`config.mk`:
```
export PLATFORM = sky130hd
export DESIGN_NAME = ebi_master
export DESIGN_NICKNAME = d
export VERILOG_FILES = /design/src/rtl/ebi_master.sv
export SDC_FILE = /design/constraint.sdc
export NUM_CORES = 1
export LEC_CHECK = 0
export CAP_MARGIN = 10
export CORE_UTILIZATION = 41
export DETAILED_ROUTE_END_ITERATION = 8
export PLACE_DENSITY = 0.72
export SLEW_MARGIN = 5
export SYNTH_ARGS = -nofsm -noshare
export SYNTH_HDL_FRONTEND = slang
export SYNTH_SLANG_ARGS = --single-unit
```
`constraint.sdc`:
```
create_clock -name clk -period 3.6 [get_ports clk]
set_input_delay 0.54 -clock clk [delete_from_list [all_inputs] [get_ports clk]]
set_output_delay 0.54 -clock clk [all_outputs]
set_load 0.05 [all_outputs]
```
`src/rtl/ebi_master.sv`:
```
// ebi_master: EBI bus initiator; turns single read/write requests and 80-bit
// command pushes into timed cs/rd/wr/addr/data cycles.
// Latency: bus cycle starts the cycle after acceptance; read data pulses out
// the cycle after the last strobe cycle. Backpressure: req_ready/cmd_ready are
// high only in IDLE (and not during rst); a pending command wins over a request.
// Ports: clk/rst (sync, active-high); req_* single transaction handshake;
// cmd_* 80-bit command push (five writes to addr 1..5); rsp_valid/rsp_rdata
// read return; ebi_* registered bus pins; ebi_din bus read data; busy = not IDLE.
module ebi_master #(
    parameter int ADDR_W     = 19,
    parameter int SETUP_CYC  = 1,
    parameter int STROBE_CYC = 4,
    parameter int HOLD_CYC   = 1,
    parameter int GAP_CYC    = 3
) (
    input  logic              clk,
    input  logic              rst,
    input  logic              req_valid,
    output logic              req_ready,
    input  logic              req_write,
    input  logic [ADDR_W-1:0] req_addr,
    input  logic [15:0]       req_wdata,
    input  logic              cmd_valid,
    output logic              cmd_ready,
    input  logic [79:0]       cmd_data,
    output logic              rsp_valid,
    output logic [15:0]       rsp_rdata,
    output logic              ebi_cs,
    output logic              ebi_rd,
    output logic              ebi_wr,
    output logic [ADDR_W-1:0] ebi_addr,
    output logic [15:0]       ebi_dout,
    output logic              ebi_doe,
    input  logic [15:0]       ebi_din,
    output logic              busy
);

    typedef enum logic [2:0] {IDLE, SETUP, STROBE, HOLD, GAP} state_t;

    // Counter reload values: a phase of N cycles loads N-1 and ends at 0.
    localparam logic [7:0] SETUP_LD  = 8'((SETUP_CYC  > 0) ? SETUP_CYC  - 1 : 0);
    localparam logic [7:0] STROBE_LD = 8'((STROBE_CYC > 0) ? STROBE_CYC - 1 : 0);
    localparam logic [7:0] HOLD_LD   = 8'((HOLD_CYC   > 0) ? HOLD_CYC   - 1 : 0);
    localparam logic [7:0] GAP_LD    = 8'((GAP_CYC    > 0) ? GAP_CYC    - 1 : 0);

    // A zero-length setup phase starts each word directly in STROBE.
    localparam state_t     FIRST    = (SETUP_CYC != 0) ? SETUP : STROBE;
    localparam logic [7:0] FIRST_LD = (SETUP_CYC != 0) ? SETUP_LD : STROBE_LD;

    state_t      state, state_nxt;
    logic [7:0]  cnt, cnt_load_val;
    logic        cnt_load;
    logic        acc_cmd, acc_req, next_word, dir_nxt, active_nxt, last_strobe;
    logic [2:0]  word;
    logic        write_q, cmd_mode;
    logic [79:0] cmd_buf;

    assign cmd_ready   = (state == IDLE) && !rst;
    assign req_ready   = cmd_ready && !cmd_valid;
    assign busy        = (state != IDLE);
    assign acc_cmd     = cmd_ready && cmd_valid;
    assign acc_req     = req_ready && req_valid;
    assign last_strobe = (state == STROBE) && (cnt == 8'd0);

    always_ff @(posedge clk) begin
        if (rst) state <= IDLE;
        else     state <= state_nxt;
    end

    always_comb begin
        state_nxt    = state;
        cnt_load     = 1'b0;
        cnt_load_val = 8'd0;
        next_word    = 1'b0;
        case (state)
            IDLE: begin
                if (acc_cmd || acc_req) begin
                    state_nxt    = FIRST;
                    cnt_load     = 1'b1;
                    cnt_load_val = FIRST_LD;
                end
            end
            SETUP: begin
                if (cnt == 8'd0) begin
                    state_nxt    = STROBE;
                    cnt_load     = 1'b1;
                    cnt_load_val = STROBE_LD;
                end
            end
            STROBE: begin
                if (cnt == 8'd0) begin
                    cnt_load = 1'b1;
                    if (HOLD_CYC != 0) begin
                        state_nxt    = HOLD;
                        cnt_load_val = HOLD_LD;
                    end else begin
                        state_nxt    = GAP;
                        cnt_load_val = GAP_LD;
                    end
                end
            end
            HOLD: begin
                if (cnt == 8'd0) begin
                    state_nxt    = GAP;
                    cnt_load     = 1'b1;
                    cnt_load_val = GAP_LD;
                end
            end
            GAP: begin
                if (cnt == 8'd0) begin
                    // Command words run back-to-back without returning to IDLE.
                    if (cmd_mode && (word != 3'd4)) begin
                        state_nxt    = FIRST;
                        cnt_load     = 1'b1;
                        cnt_load_val = FIRST_LD;
                        next_word    = 1'b1;
                    end else begin
                        state_nxt = IDLE;
                    end
                end
            end
            default: state_nxt = IDLE;
        endcase
    end

    // Direction of the transaction the bus will be in next cycle.
    assign dir_nxt    = acc_cmd ? 1'b1 : (acc_req ? req_write : write_q);
    assign active_nxt = (state_nxt == SETUP) || (state_nxt == STROBE) || (state_nxt == HOLD);

    always_ff @(posedge clk) begin
        if (rst) begin
            cnt       <= 8'd0;
            word      <= 3'd0;
            write_q   <= 1'b0;
            cmd_mode  <= 1'b0;
            cmd_buf   <= 80'd0;
            ebi_cs    <= 1'b0;
            ebi_rd    <= 1'b0;
            ebi_wr    <= 1'b0;
            ebi_doe   <= 1'b0;
            ebi_addr  <= '0;
            ebi_dout  <= 16'd0;
            rsp_valid <= 1'b0;
            rsp_rdata <= 16'd0;
        end else begin
            if (cnt_load)           cnt <= cnt_load_val;
            else if (cnt != 8'd0)   cnt <= cnt - 8'd1;

            if (acc_cmd) begin
                cmd_mode <= 1'b1;
                word     <= 3'd0;
                cmd_buf  <= cmd_data << 16;
                ebi_addr <= ADDR_W'(1);
                ebi_dout <= cmd_data[79:64];
            end else if (acc_req) begin
                cmd_mode <= 1'b0;
                ebi_addr <= req_addr;
                if (req_write) ebi_dout <= req_wdata;
            end else if (next_word) begin
                // cmd_buf is pre-shifted so the next word always sits on top.
                word     <= word + 3'd1;
                ebi_addr <= ADDR_W'(word) + ADDR_W'(2);
                ebi_dout <= cmd_buf[79:64];
                cmd_buf  <= cmd_buf << 16;
            end

            write_q   <= dir_nxt;
            ebi_cs    <= active_nxt;
            ebi_rd    <= (state_nxt == STROBE) && !dir_nxt;
            ebi_wr    <= (state_nxt == STROBE) && dir_nxt;
            ebi_doe   <= active_nxt && dir_nxt;
            rsp_valid <= last_strobe && !write_q;
            if (last_strobe && !write_q) rsp_rdata <= ebi_din;
        end
    end

endmodule

```
==> results of run 1 <==
layout by cell type (no fill, tap or decap), types with 3 or more instances in the layout:
cell type	instances
clkdlybuf4s50_1	193
dfxtp_1	136
nor2_1	130
nand2_1	73
a21oi_1	55
nor3_1	52
o211ai_1	33
a2111oi_1	29
a2111oi_2	19
clkbuf_16	17
a22o_1	16
a22oi_1	16
a221oi_1	16
buf_4	16
nor4_1	9
inv_1	7
o21ai_0	7
or3_1	4
nand3_1	4
ha_1	4
clkinv_2	4
nand4_1	3
nor2b_1	3
a41oi_1	3
clkbuf_8	3
registers in the layout (all words and copies together), names as in the netlist, 3 cells and up:
name and cells:
ebi_addr 19, ebi_dout 16, rsp_rdata 16, cmd_buf 64, word 3, cnt 8, state 3
path summary, 6_finish.rpt:
kind | endpoint | slack (ps) | cells past startpoint
hold / removal | rsp_rdata[8] | 450 | 2
setup / recovery | cmd_ready | 380 | 3
setup reg to reg | cmd_buf[63] | 690 | 6
hold reg to reg | rsp_rdata[8] | 450 | 2
logic make-up (layout without fill, tap and decap cells):
group	after synthesis	count (layout)
buf+inv	84	249
simple gates	301	301
compound gates	216	216
fa+ha+maj	4	4
xor+xnor	4	4
mux	1	1
flops	136	136
critical path: cells and delay by family (launching register included):
family / cells / cell delay [ps]
buffers and inverters: 2 / 1090
DFF: 1 / 440
and+or+nand+nor: 1 / 740
stage by stage:
stage	setup WS (ps)	power, mW	std cells	util, %	area (um2)
floorplan	1176	4.108	746	-	6292
global placement	753.0	4.935	1065	56.05	8269
detailed placement	620.0	4.955	1065	56.05	8269
CTS	354.0	6.583	1095	59.76	8817
global route	255.3	6.974	1095	59.76	8817
finish	376.6	6.561	1095	59.76	8817
cell usage after synthesis, types with 3 or more instances:
master     count  share of area, %
a2111oi_1     29               4.6
a2111oi_2     19               4.5
a21oi_1       55               4.4
a221oi_1      16               2.2
a22o_1        16               2.2
a22oi_1       16               1.9
a41oi_1        3              0.42
buf_1          5              0.30
buf_2         12              0.95
buf_6          6               1.1
clkbuf_1      50               3.0
dfxtp_1      136                43
ha_1           4              0.80
inv_1          7              0.42
nand2_1       75               4.5
nand3_1        4              0.32
nand4_1        3              0.30
nor2_1       130               7.8
nor2b_1        3              0.30
nor3_1        52               4.1
nor4_1        10              0.99
o211ai_1      33               3.9
o21ai_0        7              0.56
or3_1          4              0.40
cell type report:
cell class,instances,area share (%)
clock buffer,22,5.378
clock inverter,8,0.8372
inverter,8,0.3406
multi-input combinational,526,36.23
sequential,136,30.88
tap,184,2.611
timing repair buffer,211,23.73
power groups by stage:
| stage | sequential [mW] | combinational (mW) | clock (mW) |
|---|---|---|---|
| after floorplan | 2.33 | 1.78 | 0 |
| after global placement | 2.03 | 2.91 | 0 |
| after detailed placement | 2.03 | 2.92 | 0 |
| after CTS | 2.01 | 2.93 | 1.64 |
| after global routing | 2.05 | 3.19 | 1.73 |
| final | 2.01 | 2.93 | 1.62 |
routing by layer:
metal / GRT usage (%) / up-vias / share of wire, %
li1: - / 3051 / -
met1: 31.21 / 2800 / 46
met2: 36.56 / 224 / 46
met3: 5.820 / 16 / 7.3
met4: 7.867 / 0 / 1.5
met5: 0 / - / 0
==> results_dict.tcl, run 1 <==
set metrics [dict create \
    status "finished clean" \
    pwr-share-seq_pct 30.6 \
    finalNetCount 1040 \
    rsz0062_at_grt "false" \
    seq_area_um2 2723 \
    cts_made_buffers 17 \
    setup_viol 0 \
    grt_remaining_overflow 0 \
    cts.sinks 136 \
    power_switching_share_pct 41.86 \
    critPathSlowestCell "clkdlybuf4s50_1" \
    fp.dieArea_um2 15850 \
    path_max_fanout 15 \
    yosys_warnings 0 \
    p_int_mw 3.814 \
    dr.pass1.iters 7 \
    drv_slew 0 \
    p_per_area_nw_per_um2 744.1 \
    p_leak_nw 3.075 \
    grt_max_degree 86 \
    crit_chain "or4_1 > inv_2 > clkdlybuf4s50_1" \
    cap_viol_max_count 0 \
    worst_pin_slew_ps 909.8 \
    route.detailed.drc 0 \
    pwr-share-comb_pct 44.7 \
    async_reset_ff_share_pct 0 \
    clk_path_buf_depth 2 \
    nFillCells 1342 \
    routed_wl_um 18200 \
    ctsResizeCount 0 \
    place.gp.congestion 0.8260 \
    ys_seq_elements 136 \
    layout_min_cycle_time_ps 3223 \
    ys_types 63 \
    dieWidth_um 125.9 \
    core.rowCount 44 \
    hold_path_class "flop to flop" \
    fmax_mhz 310.2 \
    ys_seq_area_share_pct 43.27 \
    hold_ws_ps 449.1 \
    startpoint_type "flop" \
    synthAdderAreaFrac_pct 0.7954 \
    p_sw_mw 2.747 \
    finalHoldViolations 0 \
    diodes 0 \
    r2r-start "state[2]" \
    synth_cells 746 \
    grt_pass1_vias 5729 \
    setup_tns_ps 0 \
    cts_root_buffer "clkbuf_16" \
    viasPerCell 5.563 \
    final_antenna_net_count 0 \
    hpwl_um 11900 \
    synth_simple_gate_area_share_pct 21.32 \
    ios 195 \
    drive_gt1_share_pct 8.891 \
    synth_top_family_by_area "compound AO/OA/AOI/OAI gates" \
    routedWlPerCell_um 16.62 \
    max_slew_margin_pct 39.35 \
    cts_tree "built" \
    vias 6091 \
    hold_buffers 0 \
    postCtsSetupBuffers 0 \
    clk_latency_ps 410 \
    worstPathRequired_ps 3060 \
    synthMuxAreaShare_pct 0.1591 \
    fp.dieH_um 125.9 \
    p_clk_share_pct 24.7 \
    period_share_pct 89.54 \
    drtIter0Drc 556 \
    cts.clk_slew.worst_paths_ps 60 \
    ir_drop_mv 0.3848 \
    crit_type "flop to output port" \
    startpoint "state[2]" \
    initial_core_util_pct 42.65 \
    grtUsageTotal_pct 23.31 \
    area.growth.synth_to_final_pct 40.13 \
    min-delay-start "rsp_rdata[8]" \
    core_um2 14750 \
    synth-xor-area-share_pct 0.5568 \
    synth_area_um2 6292 \
    finClkSkew_ps 6.471 \
    antenna_found_initial 0 \
    critPathArrivalTime_ps 2680 \
    synth_edf_count 0 \
    critPathCaptureType "output port" \
    syn_area_per_cell_um2 8.435 \
    multi_input_area_um2 3194 \
    synth_ff_type "dfxtp_1" \
    syn_nets 886 \
    grt_first_pass_wirelength_um 29460 \
    critPathMaxStageDelay_ps 880 \
    place.port_buffers 194 \
    htree_num_levels 4 \
    synth_compound_gate_area_share_pct 27.68 \
]
Power figures use the tool's default switching activity.
==> run 2: changes to the inputs <==
--- a/config.mk
+++ b/config.mk
@@ -9,7 +9,7 @@
 export CORE_UTILIZATION = 41
 export DETAILED_ROUTE_END_ITERATION = 8
 export PLACE_DENSITY = 0.72
-export SLEW_MARGIN = 5
+export SLEW_MARGIN = 15
 export SYNTH_ARGS = -nofsm -noshare
 export SYNTH_HDL_FRONTEND = slang
 export SYNTH_SLANG_ARGS = --single-unit
==> constraint.sdc (replaced) <==
create_clock -name clk -period 4.1 [get_ports clk]
set_input_delay 0.615 -clock clk [delete_from_list [all_inputs] [get_ports clk]]
set_output_delay 0.615 -clock clk [all_outputs]
set_load 0.05 [all_outputs]
==> run 2 against run 1 <==
  * Critical endpoint unchanged
  * Clock skew is 1.9 ps higher
  * Non-clock buffer count down 7
  * Critical path type unchanged
  * First-iteration DRC count shrank 21%
  * Die area unchanged
  * Via count down 0.95%
==> results_dict.tcl, run 2 (synthesis results as in run 1) <==
set metrics [dict create \
    status "finished clean" \
    grtUsageTotal_pct 22.98 \
    place.gp.congestion 0.8284 \
    finalHoldViolations 0 \
    routed_wl_um 18130 \
    layout_common_cells "193 x clkdlybuf4s50_1, 136 x dfxtp_1, 129 x nor2_1" \
    grt_first_pass_wirelength_um 29080 \
    reg.largest.list "cmd_buf: 64 flops, ebi_addr: 19 flops" \
    total_power_mw 5.650 \
    max_slew_margin_pct 37.76 \
    startpoint "state[2]" \
    critPathMaxStageDelay_ps 880 \
    viasPerCell 5.555 \
    critPathSlowestCell "clkdlybuf4s50_1" \
    place.port_buffers 194 \
    cts.sinks 136 \
    hold_depth 2 \
    drv_slew 0 \
    r2r_slack_ps 1110 \
    pwr-share-comb_pct 44.6 \
    core.rowCount 44 \
    grt_max_degree 86 \
    area.growth.synth_to_final_pct 38.52 \
    period_share_pct 85.01 \
    crit_chain "or4_1 > inv_2 > clkdlybuf4s50_1" \
    vias 6033 \
    hold_buffers 0 \
    p_per_area_nw_per_um2 648.3 \
    worst_pin_slew_ps 933.5 \
    setup_tns_ps 0 \
    reg2reg_to "cmd_buf[59]" \
    drive_gt1_share_pct 7.982 \
    pwr-share-seq_pct 31.2 \
    final_antenna_net_count 0 \
    p_clk_share_pct 24.2 \
    finClkSkew_ps 8.396 \
    critPathArrivalTime_ps 2870 \
    min-delay-start "rsp_rdata[3]" \
    grt_remaining_overflow 0 \
    route.detailed.drc 0 \
    layout_min_cycle_time_ps 3485 \
    multi_input_area_um2 3201 \
    ctsResizeCount 0 \
    setup_viol 0 \
    critPathCaptureType "output port" \
    rsz0062_at_grt "false" \
    cts.clk_slew.worst_paths_ps 50 \
    clk_path_buf_depth 2 \
    path_buf_inv 2 \
    drtIter0Drc 439 \
    cts_root_buffer "clkbuf_16" \
    grt_pass1_vias 5675 \
    top_register "cmd_buf" \
    p_leak_nw 3.022 \
    nFillCells 1361 \
    hpwl_um 11750 \
    path_max_fanout 23 \
    cts_made_buffers 17 \
    finish.utilization_pct 59.07 \
    cp_top_family "buffers and inverters" \
    cts_tree "built" \
    diodes 0 \
    postCtsSetupBuffers 0 \
    seq_area_um2 2723 \
    fmax_mhz 286.9 \
    placed_area_um2 8194 \
    routedWlPerCell_um 16.69 \
    post-route-cell-area_um2 8716 \
    reg2reg_depth 5 \
    hold_path_class "flop to flop" \
    dr.pass1.iters 4 \
    finalNetCount 1033 \
    crit_type "flop to output port" \
    largest_reg_flops 64 \
    fp.dieArea_um2 15850 \
    fp.dieH_um 125.9 \
    p_sw_mw 2.384 \
    core_um2 14750 \
    power_switching_share_pct 42.18 \
    clk_latency_ps 420 \
    worstPathRequired_ps 3480 \
    antenna_found_initial 0 \
    ir_drop_mv 0.4991 \
    ios 195 \
    cap_viol_max_count 0 \
    r2r-start "state[2]" \
    p_int_mw 3.267 \
    htree_num_levels 4 \
    mostFrequentLayoutCell "clkdlybuf4s50_1" \
    startpoint_type "flop" \
    initial_core_util_pct 42.65 \
    dieWidth_um 125.9 \
    holdPathEnd "rsp_rdata[3]" \
]
[run 2: cell count changes in the layout (fill, tap and decap cells not counted), sizes merged]
cell	change
clkinvlp	-2
buf	-7
clkbuf	+1
clkinv	-1
[run 2: power groups by stage]
stage	logic (mW)	clock network, mW	registers [mW]
after detailed placement	2.50	0	1.79
after global placement	2.49	0	1.78
final	2.52	1.37	1.76
after global routing	2.74	1.45	1.80
after floorplan	1.56	0	2.04
after CTS	2.52	1.40	1.76
[run 2: worst register-to-register path, cell delays in order (launching register included)]
cell,delay (ps)
dfxtp_1,440
or4_1,740
inv_2,390
and2_4,720
nor4_1,180
a2111oi_1,400
[run 2: area by class of cell]
class | instances | area share (%)
clock buffer | 23 | 5.369
clock inverter | 5 | 0.5742
inverter | 8 | 0.3445
multi-input combinational | 526 | 36.72
sequential | 136 | 31.24
tap | 184 | 2.641
timing repair buffer | 204 | 23.11
[run 2: how the worst max path moves through the flow]
stage | slack (ps) | to | cells past startpoint
finish | 610 | cmd_ready | 3
global route | 510 | cmd_ready | 3
CTS | 620 | cmd_ready | 3
detailed placement | 910 | cmd_ready | 4
global placement | 950 | cmd_ready | 4
floorplan | 1530 | req_ready | 4
[run 2: routing by layer]
layer | wire length (um) | GRT usage, % | share of wire [%] | vias up
li1 | - | - | - | 3031
met1 | 8532 | 30.88 | 47 | 2795
met2 | 8402 | 36.82 | 46 | 193
met3 | 1025 | 6.075 | 5.7 | 14
met4 | 165 | 5.245 | 0.91 | 0
met5 | 0 | 0 | 0 | -
[run 2: through the flow]
step,setup WS [ps],hold WS (ps),cells
4_1_cts,618.7,450.3,1086
5_1_grt,513.4,473.2,1086
6_report,614.5,447.1,1086
3_3_place_gp,948.6,438.4,1058
2_1_floorplan,1526,470.4,746
3_5_place_dp,905.2,443.1,1058
